$ cat config.mk
export PLATFORM = sky130hd
export DESIGN_NAME = instruction_fetch_unit
export DESIGN_NICKNAME = d
export VERILOG_FILES = /design/src/rtl/instruction_fetch_unit.sv
export SDC_FILE = /design/constraint.sdc
export NUM_CORES = 1
export LEC_CHECK = 0
export CAP_MARGIN = 10
export CORE_MARGIN = 5
export CORE_UTILIZATION = 45
export DETAILED_ROUTE_END_ITERATION = 6
export MAX_ROUTING_LAYER = met4
export PLACE_DENSITY = 0.85
export SLEW_MARGIN = 20
export SYNTH_ARGS = -nofsm -noshare
export SYNTH_HDL_FRONTEND = slang
export SYNTH_SLANG_ARGS = --single-unit
$ cat constraint.sdc
create_clock -name CLK -period 5.5 [get_ports CLK]
set_input_delay 0.825 -clock CLK [delete_from_list [all_inputs] [get_ports CLK]]
set_output_delay 0.825 -clock CLK [all_outputs]
set_load 0.03 [all_outputs]
$ cat src/rtl/instruction_fetch_unit.sv
// Fetch stage: owns the PC, drives instruction memory, fills the IF/ID register.
// Define IF_PERF_COUNTERS_EN to add the saturating FETCH_COUNT/BUBBLE_COUNT outputs.
module instruction_fetch_unit #(
    parameter logic [31:0] RESET_PC  = 32'h0000_0000,
    parameter logic [31:0] NOP_INSTR = 32'h0000_0013,
    parameter int          CNT_WIDTH = 32
) (
    input  logic        CLK,
    input  logic        RESET,
    output logic [31:0] PC,
    input  logic [31:0] INSTRUCTION,
    input  logic        IMEM_BUSYWAIT,
    input  logic        STALL,
    input  logic        FLUSH,
    input  logic        BRANCH_TAKEN,
    input  logic [31:0] BRANCH_TARGET,
    output logic [31:0] IFID_PC,
    output logic [31:0] IFID_PC4,
    output logic [31:0] IFID_INSTRUCTION,
    output logic        IFID_VALID,
    output logic        FETCH_MISALIGN
`ifdef IF_PERF_COUNTERS_EN
    ,
    output logic [CNT_WIDTH-1:0] FETCH_COUNT,
    output logic [CNT_WIDTH-1:0] BUBBLE_COUNT
`endif
);

    typedef enum logic {
        FETCH = 1'b0,
        WAIT  = 1'b1
    } state_t;

    state_t      state_q, state_d;
    logic [31:0] pc_q, pc_d;
    logic [31:0] ifid_pc_q, ifid_pc_d;
    logic [31:0] ifid_pc4_q, ifid_pc4_d;
    logic [31:0] ifid_instr_q, ifid_instr_d;
    logic        ifid_valid_q, ifid_valid_d;
    logic        misalign_q, misalign_d;
    logic        load_fetch;
    logic        load_bubble;
    logic [31:0] pc_plus4;

    assign pc_plus4 = pc_q + 32'd4;

    always_comb begin
        state_d      = state_q;
        pc_d         = pc_q;
        ifid_pc_d    = ifid_pc_q;
        ifid_pc4_d   = ifid_pc4_q;
        ifid_instr_d = ifid_instr_q;
        ifid_valid_d = ifid_valid_q;
        misalign_d   = 1'b0;
        load_fetch   = 1'b0;
        load_bubble  = 1'b0;
        if (BRANCH_TAKEN) begin
            // In-flight fetch is dropped; the target word is fetched fresh.
            pc_d         = {BRANCH_TARGET[31:2], 2'b00};
            ifid_instr_d = NOP_INSTR;
            ifid_valid_d = 1'b0;
            misalign_d   = |BRANCH_TARGET[1:0];
            state_d      = FETCH;
            load_bubble  = 1'b1;
        end else if (FLUSH) begin
            ifid_instr_d = NOP_INSTR;
            ifid_valid_d = 1'b0;
            load_bubble  = 1'b1;
            if (!IMEM_BUSYWAIT && !STALL) pc_d = pc_plus4;
            state_d = IMEM_BUSYWAIT ? WAIT : FETCH;
        end else if (STALL) begin
            state_d = IMEM_BUSYWAIT ? WAIT : FETCH;
        end else if (IMEM_BUSYWAIT) begin
            ifid_instr_d = NOP_INSTR;
            ifid_valid_d = 1'b0;
            state_d      = WAIT;
            load_bubble  = 1'b1;
        end else begin
            ifid_pc_d    = pc_q;
            ifid_pc4_d   = pc_plus4;
            ifid_instr_d = INSTRUCTION;
            ifid_valid_d = 1'b1;
            pc_d         = pc_plus4;
            state_d      = FETCH;
            load_fetch   = 1'b1;
        end
    end

    always_ff @(posedge CLK or posedge RESET) begin
        if (RESET) begin
            state_q      <= FETCH;
            pc_q         <= RESET_PC;
            ifid_pc_q    <= 32'd0;
            ifid_pc4_q   <= 32'd0;
            ifid_instr_q <= NOP_INSTR;
            ifid_valid_q <= 1'b0;
            misalign_q   <= 1'b0;
        end else begin
            state_q      <= state_d;
            pc_q         <= pc_d;
            ifid_pc_q    <= ifid_pc_d;
            ifid_pc4_q   <= ifid_pc4_d;
            ifid_instr_q <= ifid_instr_d;
            ifid_valid_q <= ifid_valid_d;
            misalign_q   <= misalign_d;
        end
    end

    assign PC               = pc_q;
    assign IFID_PC          = ifid_pc_q;
    assign IFID_PC4         = ifid_pc4_q;
    assign IFID_INSTRUCTION = ifid_instr_q;
    assign IFID_VALID       = ifid_valid_q;
    assign FETCH_MISALIGN   = misalign_q;

`ifdef IF_PERF_COUNTERS_EN
    logic [CNT_WIDTH-1:0] fetch_cnt_q, fetch_cnt_d;
    logic [CNT_WIDTH-1:0] bubble_cnt_q, bubble_cnt_d;

    // Both counters stick at all-ones instead of wrapping.
    always_comb begin
        fetch_cnt_d  = fetch_cnt_q;
        bubble_cnt_d = bubble_cnt_q;
        if (load_fetch && (fetch_cnt_q != '1))
            fetch_cnt_d = fetch_cnt_q + 1'b1;
        if (load_bubble && (bubble_cnt_q != '1))
            bubble_cnt_d = bubble_cnt_q + 1'b1;
    end

    always_ff @(posedge CLK or posedge RESET) begin
        if (RESET) begin
            fetch_cnt_q  <= '0;
            bubble_cnt_q <= '0;
        end else begin
            fetch_cnt_q  <= fetch_cnt_d;
            bubble_cnt_q <= bubble_cnt_d;
        end
    end

    assign FETCH_COUNT  = fetch_cnt_q;
    assign BUBBLE_COUNT = bubble_cnt_q;
`else
    logic [CNT_WIDTH-1:0] unused_cnt;
    logic                 unused_flags;
    assign unused_cnt   = '0;
    assign unused_flags = load_fetch ^ load_bubble;
`endif

endmodule
==> run metrics <==
status complete, no violations; largest net degree at the start of global routing 81; # IOs 200; latest clock arrival within the worst-skew pair around 0.41 ns; die height 122.3 µm; Critical Path, Cell by Cell clkdlybuf4s50_1 > nor2_2 > nand2_2 > buf_4 > nand2_1 > o21ai_0; Final period util 0.5233; sw frac 0.3062; Final ANT Viol Nets 0; Max Cap Viol 0; most numerous cell in the Yosys netlist nand2_1; setup TNS 0 ns; WHS Path Cells 2; clock-pin slew on the worst setup and hold paths 0.05 ns; max frequency 347.4 MHz; Post-CTS Hold Fix Bufs 0; synthesized area approximately 0.0057 mm²; reg2reg end IFID_PC4[31]$_DFFE_PP0P_; Post-route DRC 0; top post-synthesis cells by area dfrtp_1, nand2_1, o21ai_0, xnor2_1, a22o_1; Crit Path Max Fanout 50; flops & latches, synth 124; final wirelength approximately 17,000 µm; die area 0.01495 mm²; ys flop type dfrtp_1; worst hold path class register to register; input/output buffers 193; RSZ-0062 raised after global routing false; Comb power frac 0.243; setup bufs post-CTS 0; Syn. warnings 0; CP required 5.77 ns; WP data arrival between 3 and 4 ns; Synth Instances about 580; Top delay family on crit path simple AND/OR/NAND/NOR gates; Hold EP IFID_PC[21]$_DFFE_PP0P_; max incr delay on CP approximately 0.66 ns; final-report setup violation count 0; Setup crit start kind primary input; syn_area_per_cell 9.862 µm²; grt ovf 0; Power Total 2946 µW; die width around 120 µm; Vias/cell 5.194; RR Startpoint PC[11]$_DFFE_PP0P_; Switch Pwr 902.0 µW; H-tree depth 4; TritonCTS Sinks between 100 and 150; number of hold violations in the final report 0; CP max stage cell nand2_2; hold path startpoint IFID_PC[21]$_DFFE_PP0P_; clk buf depth 2; DR WL/cell 17.79 µm; Pleak 0.003479 µW; Pre-antenna DRT Iters 5; number of global-route vias before repair 5,122; P per Cell Area approximately 360 mW/mm²; worst vdd ir 0.1633 mV; Iteration-0 DRC Markers 346; GRT Util Overall 0.2334; post-DP HPWL 11,950 µm; Synth-to-Final Area Change 44.33%; endpoint class of the critical path register; Layout Nets about 820; Initial Util 0.4549; antenna violations before repair 0; Synth area leader dfrtp_1; reg-to-reg slack, setup 3.20 ns; Min Clock Period, post-route 2.878 ns; TritonCTS clock tree built; PostCTS Resize Cnt 0; fraction of registers with async set/reset 1.000; clock share of power 0.372; Slew Limit Fails 0; global-route wire length before repair 26,500 µm; layout cells sized above 1 0.07199; n_diodes 0; Post-synth EDFFs 0; Final Wtd Congestion 0.8491; Worst slew margin 0.3866; leading cell types by count after synthesis nand2_1, dfrtp_1, o21ai_0; actual slew at the worst max-slew pin 0.9169 ns; CP bufs+invs 2; Cell variety after synth 40; sequential power share 0.386; top-area cell type share of the netlist area 0.5340; core outline area 0.01247 mm²; P_int 2044 µW; worst hold margin 0.4714 ns; Seq/Total Area, Yosys 0.5479; worst setup path class primary input to register; Final Skew 0.008586 ns; R2R depth 5; vias 4,862; Root Buffer Master clkbuf_16; # rows 41; number of buffers created by CTS 17
[state kept, by name, indices dropped and copies added (netlist names)]
| register | flops |
|---|---|
| FETCH_MISALIGN | 1 |
| PC | 30 |
| IFID_PC | 30 |
| IFID_PC4 | 30 |
| IFID_VALID | 1 |
| IFID_INSTRUCTION | 32 |
[worst register-to-register path, delay by kind of cell (launching register included)]
family                    cells  cell delay [ns]
and+or+nand+nor               3             1.30
xor gates and xnor gates      1             0.20
DFF                           1             0.53
AOI/OAI and AO/OA             1             0.11
[layout make-up]
class | count | area [µm²]
fill | 981 | 4282
sequential | 124 | 3107
multi-input combinational | 406 | 2291
timing repair buffer | 200 | 1983
clock buffer | 22 | 454.2
tap | 172 | 215.2
clock inverter | 9 | 120.1
inverter | 3 | 13.76
[worst max-delay path by stage]
stage / endpoint / startpoint / cells after the start
after floorplan: FETCH_MISALIGN$_DFF_PP0_ / RESET / 1
after global placement: IFID_PC4[26]$_DFFE_PP0P_ / STALL / 6
after detailed placement: IFID_PC4[19]$_DFFE_PP0P_ / STALL / 6
after CTS: IFID_PC4[19]$_DFFE_PP0P_ / STALL / 6
after global routing: IFID_PC4[19]$_DFFE_PP0P_ / STALL / 6
final: IFID_PC4[24]$_DFFE_PP0P_ / STALL / 6
[per-layer routing]
metal / GRT usage / wire [µm] / vias to the layer above
met5: - / 0 / -
met4: 0.06858 / 309 / 0
met3: 0.06083 / 1079 / 28
met2: 0.3676 / 8033 / 202
met1: 0.2997 / 7226 / 2353
li1: - / - / 2279
[power by group through the flow]
stage	sequential (µW)	clock [µW]	combinational (µW)
after floorplan	1340	0	181
final	1140	1090	714
after CTS	1140	1110	722
after global routing	1150	1150	758
after detailed placement	1150	0	719
after global placement	1150	0	704
[cell families after synthesis]
logic type / count (synthesis) / share of synthesized area
compound gates: 95 / 0.1061
fa+ha+maj: 1 / 0.002206
mux: 1 / 0.001765
other cells: 1 / 0.0006613
xor+xnor: 56 / 0.08650
buf+inv: 50 / 0.05296
simple gates: 247 / 0.2019
flops: 124 / 0.5479
[per-stage QoR]
step                setup slack (ns)    util  std cells  cell area (µm²)
floorplan                      1.381       -        580             5689
global placement               2.311  0.6101        905             7605
detailed placement             2.164  0.6101        905             7605
CTS                            2.584  0.6561        936             8179
global route                   2.427  0.6565        936             8184
finish                         2.622  0.6565        936             8184
[cells in the final DEF (no fill, tap or decap), drive strengths merged, types with 2 or more instances in the layout]
master	n
dfrtp	121
nand4	15
o21ai	60
clkinv	6
nand3	15
or2	3
nor4	9
bufinv	3
nor2	15
conb	6
o22a	3
o21a	2
and3	5
clkdlybuf4s50	192
nor3	12
inv	3
and4	3
dfstp	3
clkbuf	22
a22o	29
or4	3
xor2	25
nand2	163
buf	8
xnor2	31
Power figures use the tool's default switching activity.
==> RTL change 1: new RTL, same settings <==
Add a define of `IF_PERF_COUNTERS_EN`.
--- a/src/rtl/instruction_fetch_unit.sv
+++ b/src/rtl/instruction_fetch_unit.sv
@@ -1,4 +1,6 @@
 // Fetch stage: owns the PC, drives instruction memory, fills the IF/ID register.
 // Define IF_PERF_COUNTERS_EN to add the saturating FETCH_COUNT/BUBBLE_COUNT outputs.
+`define IF_PERF_COUNTERS_EN
+
 module instruction_fetch_unit #(
     parameter logic [31:0] RESET_PC  = 32'h0000_0000,
Behaviour (old outputs only; new: BUBBLE_COUNT and FETCH_COUNT): unchanged (Yosys induction, for registers that start in step).
==> RTL change 1 against the original RTL <==
Final cell count up 48%. Routed wire length rose by 49%. Synthesized cell count is 52% higher. Power up 32%. Worst setup slack improved by 0.096 ns. Hold slack gained 0.0069 ns. Die area increased by 50%. Synthesized area rose by 55%. Register-to-register slack worse by 0.47 ns. Sequential cell count rose by 64. Clock power is 9% higher. Final area is 47% higher.
==> RTL change 1: results (changes against the original RTL) <==
- Wire per inst: 18.01 um (+1.2%)
- Initial DRC count: 394 (+14%)
- Non-clk bufs: 263 (+32%)
- I/O Buffers: 257 (+33%)
- Slowest-stage cell, CP: buf_2
- Place WS: 2.221 ns (+0.05759 ns)
- Pleak: 5.121 nW (+47%)
- Crit path max fanout: 86 (+72%)
- Clock power share: 30.5% (-6.7 points)
- Seq cells post-synth: 188 (+52%)
- Post-Route WL: 24.87 mm (+49%)
- Min-delay src: IFID_PC[4]$_DFFE_PP0P_
- Comb_multi_in: 624 (+54%)
- Fraction of area in registers: 39.06% (+1.1 points)
- Syn_area_per_cell: 10.11 um^2 (+2.5%)
- WHS Endpoint: IFID_PC[4]$_DFFE_PP0P_
- Part of the power in combinational logic: 25.5% (+1.2 points)
- Drt first pass iters: 7 (+2)
- Placed cell count: 1346 (+49%)
- Fraction of area in multi-input gates: 31.24% (+3.2 points)
- Largest net degree at the start of global routing: 189 (+130%)
- WP data arrival: 3.09 ns (-0.06 ns)
- Outcome: finished clean
- CP Launch Point: BRANCH_TAKEN
- GRT Util Overall: 22.83% (-0.51 points)
- Clock network area share: 4.713% (-2.3 points)
- Yosys cell types: 52 (+30%)
- Multi-input gate area: 3765 um^2 (+64%)
- Placed cell areas: 11450 um^2 (+51%)
- Hold Slack: 0.4783 ns (+0.006886 ns)
- Max-slew headroom: 36.75% (-1.9 points)
- Internal reg-to-reg setup slack: 2.73 ns (-0.47 ns)
- Clock buf count: 18 (-18%)
[RTL change 1: cell types whose count changed in the layout (fill, tap and decap cells not counted), moves of 7 or more]
cell / delta
xnor2_1: +43
nand3_1: +23
and4_1: +10
nand4_1: +33
nor2_1: +16
nor3_1: +7
clkdlybuf4s50_1: +64
o21ai_1: +8
and3_1: +18
xor2_1: +13
dfrtp_1: +64
o21ai_0: -13
nand2_1: +25
[RTL change 1: metal layers]
layer	vias to the layer above	share of wire, %	track usage [%]
li1	3451	-	-
met1	3598	42	29.41
met2	239	49	36.02
met3	31	6.8	6.087
met4	0	1.6	6.084
met5	-	0	-
[RTL change 1: cell families after synthesis]
group	Yosys count	synth area share, %
AOI/OAI and AO/OA	101	7.553
adders and majority gates	3	0.4259
DFF	188	53.42
muxes	4	0.4827
and+or+nand+nor	398	22.71
buffers and inverters	65	4.231
xor gates and xnor gates	112	11.13
other	1	0.04255
[RTL change 1: tightest hold or removal path: stages (launching register included)]
cell and delay (ns):
dfrtp_1 0.35, nand2_1 0.05, nand2_1 0.05
==> RTL change 2: new RTL, same flow settings <==
Without the edit above. Add an input register stage for `BRANCH_TARGET`, without a reset; this delays it by one clock. The other inputs are not delayed to match.
--- a/src/rtl/instruction_fetch_unit.sv
+++ b/src/rtl/instruction_fetch_unit.sv
@@ -32,4 +32,10 @@
     } state_t;
 
+    logic [31:0] BRANCH_TARGET_q;
+
+    always_ff @(posedge CLK) begin
+        BRANCH_TARGET_q <= BRANCH_TARGET;
+    end
+
     state_t      state_q, state_d;
     logic [31:0] pc_q, pc_d;
@@ -57,8 +63,8 @@
         if (BRANCH_TAKEN) begin
             // In-flight fetch is dropped; the target word is fetched fresh.
-            pc_d         = {BRANCH_TARGET[31:2], 2'b00};
+            pc_d         = {BRANCH_TARGET_q[31:2], 2'b00};
             ifid_instr_d = NOP_INSTR;
             ifid_valid_d = 1'b0;
-            misalign_d   = |BRANCH_TARGET[1:0];
+            misalign_d   = |BRANCH_TARGET_q[1:0];
             state_d      = FETCH;
             load_bubble  = 1'b1;
Check against the original RTL: not equivalent (Yosys sat finds a counterexample within 4 cycles, from zero or initial values and one cycle with RESET high).
==> RTL change 2 against the original RTL <==
Power up 13%. Critical path depth did not move. Final area grew 11%. Routed wire length grew 9.4%. Sequential cell count is 32 higher. Core utilization is 2.9 points lower. Global-route usage is 1.0 points lower. Synthesized area up 16%. Fmax down 12%. Worst setup slack worse by 0.40 ns. Clock skew up 0.0023 ns. Critical path type unchanged. Largest power group unchanged.
==> RTL change 2: results (changes against the original RTL) <==
- Crit path max fanout: 45 (-10%)
- Clk_lat worst skew: 0.43 ns (+0.02 ns)
- Ys async rst share: 79.49% (-21 points)
- Initial DRC count: 549 (+59%)
- Worst vdd ir: 0.2430 mV (+49%)
- Fillers: 1181 (+20%)
- Yosys cell types: 54 (+35%)
- Cts bufs inserted: 17 (unchanged)
- Internal power: 2.271 mW (+11%)
- Skew final: 0.01086 ns (+0.002269 ns)
- Hold Slack: 0.4374 ns (-0.03407 ns)
- WP data arrival: 3.65 ns (+0.50 ns)
- Synth cell count leaders: nand2_1, dfrtp_1, dfxtp_1, o21ai_0
- Clock-pin slew on the worst setup and hold paths: 0.07 ns (+0.02 ns)
- Critical Path Sink: IFID_PC4[23]$_DFFE_PP0P_
- H-tree lvl count: 4 (unchanged)
- Post-Route WL: 18.22 mm (+9.4%)
- Placed cell count: 973 (+7.5%)
- Top cells by area, synth: dfrtp_1, dfxtp_1, nand2_1
- Nets: 879 (+6.8%)
- WHS Endpoint: PC[4]$_DFFE_PP0P_
- RR Endpoint: PC[26]$_DFFE_PP0P_
- Gpl congestion: 0.8352 (-1.6%)
- Internal reg-to-reg setup slack: 2.86 ns (-0.34 ns)
- Final HPWL DP: 12.84 mm (+7.5%)
- Number of vias per cell: 5.457 (+5.0%)
- CP Launch Point: BRANCH_TAKEN
- Largest net degree at the start of global routing: 61 (-25%)
- Max-slew headroom: 41.20% (+2.5 points)
- Syn_area_per_cell: 10.24 um^2 (+3.9%)
- Seq/Total Area, Yosys: 56.98% (+2.2 points)
- Fin crit share: 59.68% (+7.3 points)
- Critical R2R Launch: PC[3]$_DFFE_PP0P_
- Layout cell share with drive strength beyond 1: 6.821% (-0.38 points)
- GRT Util Overall: 22.29% (-1.0 points)
- Placed cell areas: 8447 um^2 (+11%)
- Outcome: finished clean
- Vias in the first global route: 5357 (+4.6%)
- Final std cells w/o fill: 1005 (+7.4%)
- First-pass GRT wire length: 28.53 mm (+7.7%)
- Min-delay src: BRANCH_TARGET_q[4]$_DFF_P_
- Place WS: 1.762 ns (-0.4019 ns)
- Pleak: 3.781 nW (+8.7%)
RTL change 2: cell types whose count changed in the layout (fill, tap and decap cells not counted), sizes merged, moves of 6 or more:
cell / delta
dfxtp: +32
o21ai: -28
or4: +24
nand2: -18
xor2: -18
nor2: +14
a31oi: +13
nand3: +13
o31ai: +10
xnor2: -10
inv: +6
o21bai: +6
RTL change 2: worst max-delay path: stages:
cell and delay [ns]:
clkdlybuf4s50_1 0.41, buf_4 0.26, or4_2 1.07, buf_4 0.41
or4_1 0.54, nand3_1 0.10
RTL change 2: cell families after synthesis:
family / synth area share (%)
other cells: 0.05702
compound gates: 11.47
fa+ha+maj: 0.1902
xor+xnor: 3.729
mux: 0.1522
buf+inv: 5.841
flops: 56.98
simple gates: 21.58
RTL change 2: final cells by class:
| type | instances | area (um^2) | share of cell area (%) |
|---|---|---|---|
| Clock buffer | 18 | 439.2 | 4.855 |
| Clock inverter | 14 | 157.7 | 1.743 |
| Sequential cell | 156 | 3747 | 41.43 |
| Timing Repair Buffer | 199 | 1977 | 21.86 |
| Inverter | 5 | 21.27 | 0.2352 |
| Tap cell | 184 | 230.2 | 2.545 |
| Multi-Input combinational cell | 429 | 2472 | 27.33 |
RTL change 2: per-layer routing:
layer	up-vias	wire length (um)	track usage [%]
met4	0	354	7.925
met5	-	0	-
met3	33	1536	6.870
met1	2668	7403	28.09
li1	2573	-	-
met2	210	8924	34.19
RTL change 2: power by group through the flow:
stage	combinational, mW	clock (mW)	sequential (mW)
2_1_floorplan	0.204	0	1.60
3_3_place_gp	0.735	0	1.41
3_5_place_dp	0.747	0	1.41
4_1_cts	0.749	1.20	1.40
5_1_grt	0.790	1.25	1.41
6_report	0.739	1.19	1.40
